===== config.mk =====
export PLATFORM = sky130hd
export DESIGN_NAME = pc_ctrl
export DESIGN_NICKNAME = d
export VERILOG_FILES = /design/src/rtl/pc_ctrl.sv
export SDC_FILE = /design/constraint.sdc
export NUM_CORES = 1
export LEC_CHECK = 0
export CAP_MARGIN = 20
export CORE_MARGIN = 3
export CORE_UTILIZATION = 44
export CTS_CLUSTER_SIZE = 12
export DETAILED_ROUTE_END_ITERATION = 10
export GPL_ROUTABILITY_DRIVEN = 0
export HOLD_SLACK_MARGIN = 0.1
export PLACE_DENSITY = 0.79
export SYNTH_ARGS = -nofsm -noshare
export SYNTH_HDL_FRONTEND = slang
export SYNTH_SLANG_ARGS = --single-unit

===== constraint.sdc =====
create_clock -name CLK -period 2.1 [get_ports CLK]
set_input_delay 0.42 -clock CLK [delete_from_list [all_inputs] [get_ports CLK]]
set_output_delay 0.42 -clock CLK [all_outputs]
set_load 0.05 [all_outputs]

===== src/rtl/pc_ctrl.sv =====
// Fetch-stage PC sequencing controller: arbitrates redirects, stalls and halt,
// holds a redirect across an outstanding fetch, and keeps saturating perf counters.
module pc_ctrl #(
    parameter int unsigned CNT_W = 16
) (
    input  logic             CLK,
    input  logic             RST,
    input  logic             ihit,
    input  logic             dhit,
    input  logic             dmem_req,
    input  logic             br_taken,
    input  logic             jump,
    input  logic             jr,
    input  logic             load_use,
    input  logic             halt,
    output logic             pc_en,
    output logic [2:0]       PCSrc,
    output logic             bubble,
    output logic             flush_ifid,
    output logic             flush_idex,
    output logic             halted,
    output logic [CNT_W-1:0] stall_cnt,
    output logic [CNT_W-1:0] redirect_cnt
);

    localparam logic [1:0] SRC_SEQ = 2'd0;
    localparam logic [1:0] SRC_BR  = 2'd1;
    localparam logic [1:0] SRC_J   = 2'd2;
    localparam logic [1:0] SRC_JR  = 2'd3;

    typedef enum logic [1:0] {
        RUN        = 2'd0,
        WAIT_FETCH = 2'd1,
        HALTED     = 2'd2
    } state_e;

    state_e           state_q, state_d;
    logic [1:0]       pend_q, pend_d;
    logic [CNT_W-1:0] stall_cnt_q, redirect_cnt_q;

    logic       dstall;
    logic       go;
    logic       redir_req;
    logic [1:0] req_src;
    logic [1:0] pend_eff;
    logic       redirect_apply;

    assign dstall    = dmem_req & ~dhit;
    assign go        = ihit & ~dstall;
    assign redir_req = br_taken | jr | jump;

    // Oldest instruction wins: EX branch over ID JR over ID J.
    always_comb begin
        req_src = SRC_SEQ;
        if (br_taken)  req_src = SRC_BR;
        else if (jr)   req_src = SRC_JR;
        else if (jump) req_src = SRC_J;
    end

    // A branch resolving behind a held J/JR is older, so it replaces the pending target.
    assign pend_eff = (br_taken && (pend_q != SRC_BR)) ? SRC_BR : pend_q;

    // State register
    always_ff @(posedge CLK) begin
        if (RST) begin
            state_q <= RUN;
            pend_q  <= SRC_SEQ;
        end else begin
            state_q <= state_d;
            pend_q  <= pend_d;
        end
    end

    // Next-state logic
    always_comb begin
        state_d = state_q;
        pend_d  = pend_q;
        case (state_q)
            RUN: begin
                if (halt) begin
                    state_d = HALTED;
                end else if (redir_req && !go) begin
                    state_d = WAIT_FETCH;
                    pend_d  = req_src;
                end
            end
            WAIT_FETCH: begin
                if (halt) begin
                    state_d = HALTED;
                    pend_d  = SRC_SEQ;
                end else if (go) begin
                    state_d = RUN;
                    pend_d  = SRC_SEQ;
                end else begin
                    pend_d  = pend_eff;
                end
            end
            HALTED:  state_d = HALTED;
            default: state_d = RUN;
        endcase
    end

    // Output logic; everything held low while reset is asserted
    always_comb begin
        pc_en          = 1'b0;
        PCSrc          = 3'd0;
        bubble         = 1'b0;
        flush_ifid     = 1'b0;
        flush_idex     = 1'b0;
        halted         = 1'b0;
        redirect_apply = 1'b0;
        if (!RST) begin
            case (state_q)
                RUN: begin
                    if (halt) begin
                        pc_en = 1'b0;
                    end else if (redir_req) begin
                        if (go) begin
                            pc_en          = 1'b1;
                            PCSrc          = 3'(req_src);
                            flush_ifid     = 1'b1;
                            flush_idex     = (req_src == SRC_BR);
                            redirect_apply = 1'b1;
                        end
                    end else if (load_use) begin
                        bubble = go;
                    end else begin
                        pc_en = go;
                    end
                end
                WAIT_FETCH: begin
                    PCSrc = 3'(pend_eff);
                    if (!halt && go) begin
                        pc_en          = 1'b1;
                        flush_ifid     = 1'b1;
                        flush_idex     = (pend_eff == SRC_BR);
                        redirect_apply = 1'b1;
                    end
                end
                HALTED:  halted = 1'b1;
                default: halted = 1'b0;
            endcase
        end
    end

    // Saturating performance counters
    always_ff @(posedge CLK) begin
        if (RST) begin
            stall_cnt_q    <= '0;
            redirect_cnt_q <= '0;
        end else begin
            if (!pc_en && (state_q != HALTED) && (stall_cnt_q != '1))
                stall_cnt_q <= stall_cnt_q + CNT_W'(1);
            if (redirect_apply && (redirect_cnt_q != '1))
                redirect_cnt_q <= redirect_cnt_q + CNT_W'(1);
        end
    end

    assign stall_cnt    = stall_cnt_q;
    assign redirect_cnt = redirect_cnt_q;

    // Decoder guarantees J/JAL and JR are never presented together
    a_jump_jr_exclusive: assert property (@(posedge CLK) disable iff (RST) !(jump && jr));

endmodule


[Word-level counts from Yosys, hierarchy flattened]
Index checks and enable logic that the tools add are counted.
Operators by class
  muxes and demuxes: 43
  equality and inequality tests: 12
  bitwise gates (word level): 6
  reductions and logical operators: 13
  add/subtract/negate cells: 2
Operators with widths (number)
  $add 16x1->16 const B: 2
  $mux 2: 16
  $ne 16x16->1 const B: 2
  $mux 1: 21
  $pmux 2 s2: 2
  $eq 2x1->1 const B: 3
  $logic_and 1x1->1: 6
  $ne 2x2->1 const B: 3
  $ne 3x3->1 const B: 2
  $pmux 1 s2: 3
  $pmux 2 s3: 1
  $logic_not 1->1: 3
  $reduce_and 3->1: 1
  $and 1x1->1: 2
  $eq 2x2->1 const B: 1
  $logic_not 2->1: 1
  $ne 2x1->1 const B: 1
  $not 1->1: 2
  $or 1x1->1: 2
  $reduce_and 2->1: 1
  $reduce_bool 2->1: 1
Storage, ports and cells
  logic and storage cells: 80
  output and inout port bits: 40
  bits of input ports: 10
  flip-flop bits (word level): 36

[Longest topological paths before layout]
  depth in word-level cells: 12
  mapped depth: 7

[Worst setup path after synthesis]
Ideal clock, no wire load.
  kind: input-to-output
  start point: input port dhit
  end point: output port PCSrc[1]
  stages on the path: 5
  arrival: 2323 ps
  path buffers: 0
  slack: -643 ps
  cells stage by stage: nand2b_1 -> nand2_1 -> nor4_1 -> o21ai_0 -> a211oi_1
On the way
  word-level cells in the longest chain between the ends: 9
Ends and longest elaborated chain
  start: declaration: line 9  | input logic dhit,
  $not 1->1: line 48  | assign dstall = dmem_req & ~dhit;
  $and 1x1->1: line 48
  $not 1->1: line 49  | assign go = ihit & ~dstall;
  $and 1x1->1: line 49
  $mux 2: line 118  | if (go) begin
  $mux 2: line 117  | end else if (redir_req) begin
  $mux 2: line 115  | if (halt) begin
  $pmux 2 s2: line 113  | case (state_q)
  $mux 2: line 112  | if (!RST) begin
  end: declaration: line 17  | output logic [2:0] PCSrc,
No other way between the ends.

[Worst setup path in the final report]
  start point: input port halt
  end point: output port flush_idex
On the way
  word-level cells in the longest chain between the ends: 5
Ends and longest elaborated chain
  start: declaration: line 15  | input logic halt,
  $logic_not 1->1: line 133  | if (!halt && go) begin
  $logic_and 1x1->1: line 133
  $mux 1: line 133
  $pmux 1 s2 *: line 113
  $mux 1 *: line 112
  end: declaration: line 20  | output logic flush_idex,
Every way passes the cells marked *; elsewhere a longest branch is shown, timed or not.

==> key figures <==
Logic synthesis
  – Seq/Total Area, Yosys: 36.9%
  – Synthesized area: just under 2000 µm²
  – Fraction of registers with async set/reset: 0%
  – Syn. warnings: 0
  – Post-synth top area share: 36.9%
  – Yosys reg bits: 36
  – Syn nets: between 200 and 250
  – Top-count cell post-synth: dfxtp_1
  – Area contributors post-synth: dfxtp_1 37%, nor2_1 5.2%, xnor2_1 4.0%
  – Synth Flop Type: dfxtp_1
  – Distinct cells, synth: 49
  – Area leader, netlist: dfxtp_1
  – Leading cell types by count after synthesis: 36 x dfxtp_1, 27 x nor2_1, 13 x a21oi_1
  – EDFF count, synth: 0
  – Synthesized area per cell: 8.36 µm²
  – Post-Syn Instances: 234

Power
  – Max VDD drop: 0.476 mV
  – Static leakage: between 0.001 and 0.0015 µW
  – Pwr dens: 505 nW/µm²
  – Final Power: 1500 µW

Clocking
  – Cts hold-fix bufs: 0
  – TritonCTS clock tree: yes
  – CTS Sinks: 36
  – Worst skew pair latency: 0.28 ns
  – CTS Buf Count: 5
  – Max Root-Sink Buffers: 2
  – H-Tree Depth: 2
  – CTS root buf: clkbuf_8
  – Clk slew on worst S/H paths: 0.06 ns

Cells and area
  – Area growth syn-to-layout: 52.0%
  – NumNets Final: between 300 and 400
  – Post-route insts no fill: ~370
  – N_diodes: 0
  – Share of layout cells above drive strength 1: approximately a quarter

STA
  – Max Fclk: 0.488 GHz
  – Hold slack: 0.498 ns
  – # setup viols final: 0
  – Max Slew Vio Count: 0
  – Final hold vios: 0
  – Worst Tran Pin Value: 0.547 ns
  – Final clock period utilization by the worst path: 97.6%
  – Relative slew slack: 63.1%
  – Crit path setup slack, layout: 0.0496 ns
  – Clock period minus worst slack: around 2.1 ns
  – RSZ-0062 raised after global routing: true
  – Clock skew: just under 0.007 ns

Global route
  – Largest net degree at the start of global routing: 26
  – Initial antenna violation count: 0
  – Vias in the first global route: 2036
  – First-pass GRT wire length: 8940 µm
  – Overflow left after global routing: 0
  – Global Route Usage Sum: a little over a fifth

Flow run
  – Max cap viols: 0

Place
  – DP Wirelength: 3660 µm
  – Pre-CTS setup slack: -0.374 ns
  – Number of port buffers: 48
  – DP Cell Count: 349

Die
  – Width of the die: 72.7 µm
  – Core ar.: 4140 µm²
  – Ports: 50
  – Initial core utilization: approximately 47%
  – Die area: approximately 5300 µm²
  – FP Rows: 23
  – Die Y: 72.7 µm

Routing
  – Drt pass-1 iters: 5
  – Vias: 2064
  – Vias per cell: 5.59
  – WL/cell: 14.0 µm
  – Number of nets with antenna violations after routing: 0
  – Initial DRC count: 96
  – Drt drc: 0
  – WL final: a little over 5000 µm

Worst setup path
  – Worst setup path class: in -> out
  – Max FO, Critical Path: 5
  – Critical Path AT: about 1.6 ns
  – Crit path required time: 1.68 ns
  – Nature of the critical path endpoint: primary output
  – Startpoint types: primary input

Min path
  – Min-Delay Path Class: reg -> reg

Outcome
  – Status: completed
-- cell type report --
cell class / instances / area [µm²]
inverter: 8 / 35.0
clock buffer: 8 / 90.1
fill: 322 / 1170
tap: 50 / 62.6
sequential: 36 / 728
timing repair buffer: 85 / 795
multi-input combinational: 182 / 1260
-- critical path, cell delays in order --
cell and delay, ns:
dlygate4sd2_1 0.32, or4_4 0.56, a21oi_4 0.18, buf_12 0.15
-- timing repair --
item / 4_1_cts / 5_1_grt
setup endpoints to repair: 20 / 14
resized for setup: 27 / 12
setup buffers: 11 / 2
gates cloned: 0 / 0
pin swaps: 10 / 8
hold endpoints to repair: 0 / 0
-- through the flow --
| stage | util [%] | setup TNS (ns) | area, µm² |
|---|---|---|---|
| floorplan | - | -0.235 | 1990 |
| global placement | 66.3 | -9.71 | 2750 |
| detailed placement | 66.3 | -10.33 | 2750 |
| CTS | 71.7 | -0.0115 | 2970 |
| global route | 71.7 | -0.00181 | 2970 |
| finish | 71.7 | 0 | 2970 |
-- worst paths after layout --
path                        end  slack [ns]  startpoint  cells after the start
setup / recovery     flush_idex        0.05        halt                      4
hold / removal        pend_q[1]        0.50   pend_q[1]                      2
setup reg to reg  stall_cnt[13]        0.17  state_q[0]                      7
hold reg to reg       pend_q[1]        0.50   pend_q[1]                      2
-- cells in the final DEF (no fill, tap or decap), types with 9 or more instances in the layout --
master and count:
clkdlybuf4s50_1 31, a21oi_1 12, nand4_1 12, dfxtp_1 34, nand2_1 10, buf_4 38, xnor2_1 9, nor2_1 27
nand3_1 11
-- state kept, by name, summed over array words and instances (netlist names) --
name	flops
state_q	2
redirect_cnt	16
pend_q	2
stall_cnt	16
-- power breakdown --
group / internal, µW / switching, µW
combinational: 127 / 163
clock: 267 / 229
sequential: 697 / 17.1
total: 1090 / 409
-- layer usage --
layer / vias to the layer above / share of wire (%) / track usage (%)
met5: - / 0 / 0
met4: 0 / 2.0 / 9.02
met1: 963 / 44 / 26.6
met2: 60 / 48 / 33.9
met3: 10 / 5.9 / 5.79
li1: 1031 / - / -
-- logic make-up after synthesis --
group	count (synthesis)	synth area share, %
and+or+nand+nor	120	34.9
xor gates and xnor gates	16	7.17
AOI/OAI and AO/OA	38	13.4
other	1	0.192
buffers and inverters	16	3.39
muxes	5	2.81
adders and majority gates	2	1.28
DFF	36	36.9
(Power assumes the default switching activity.)
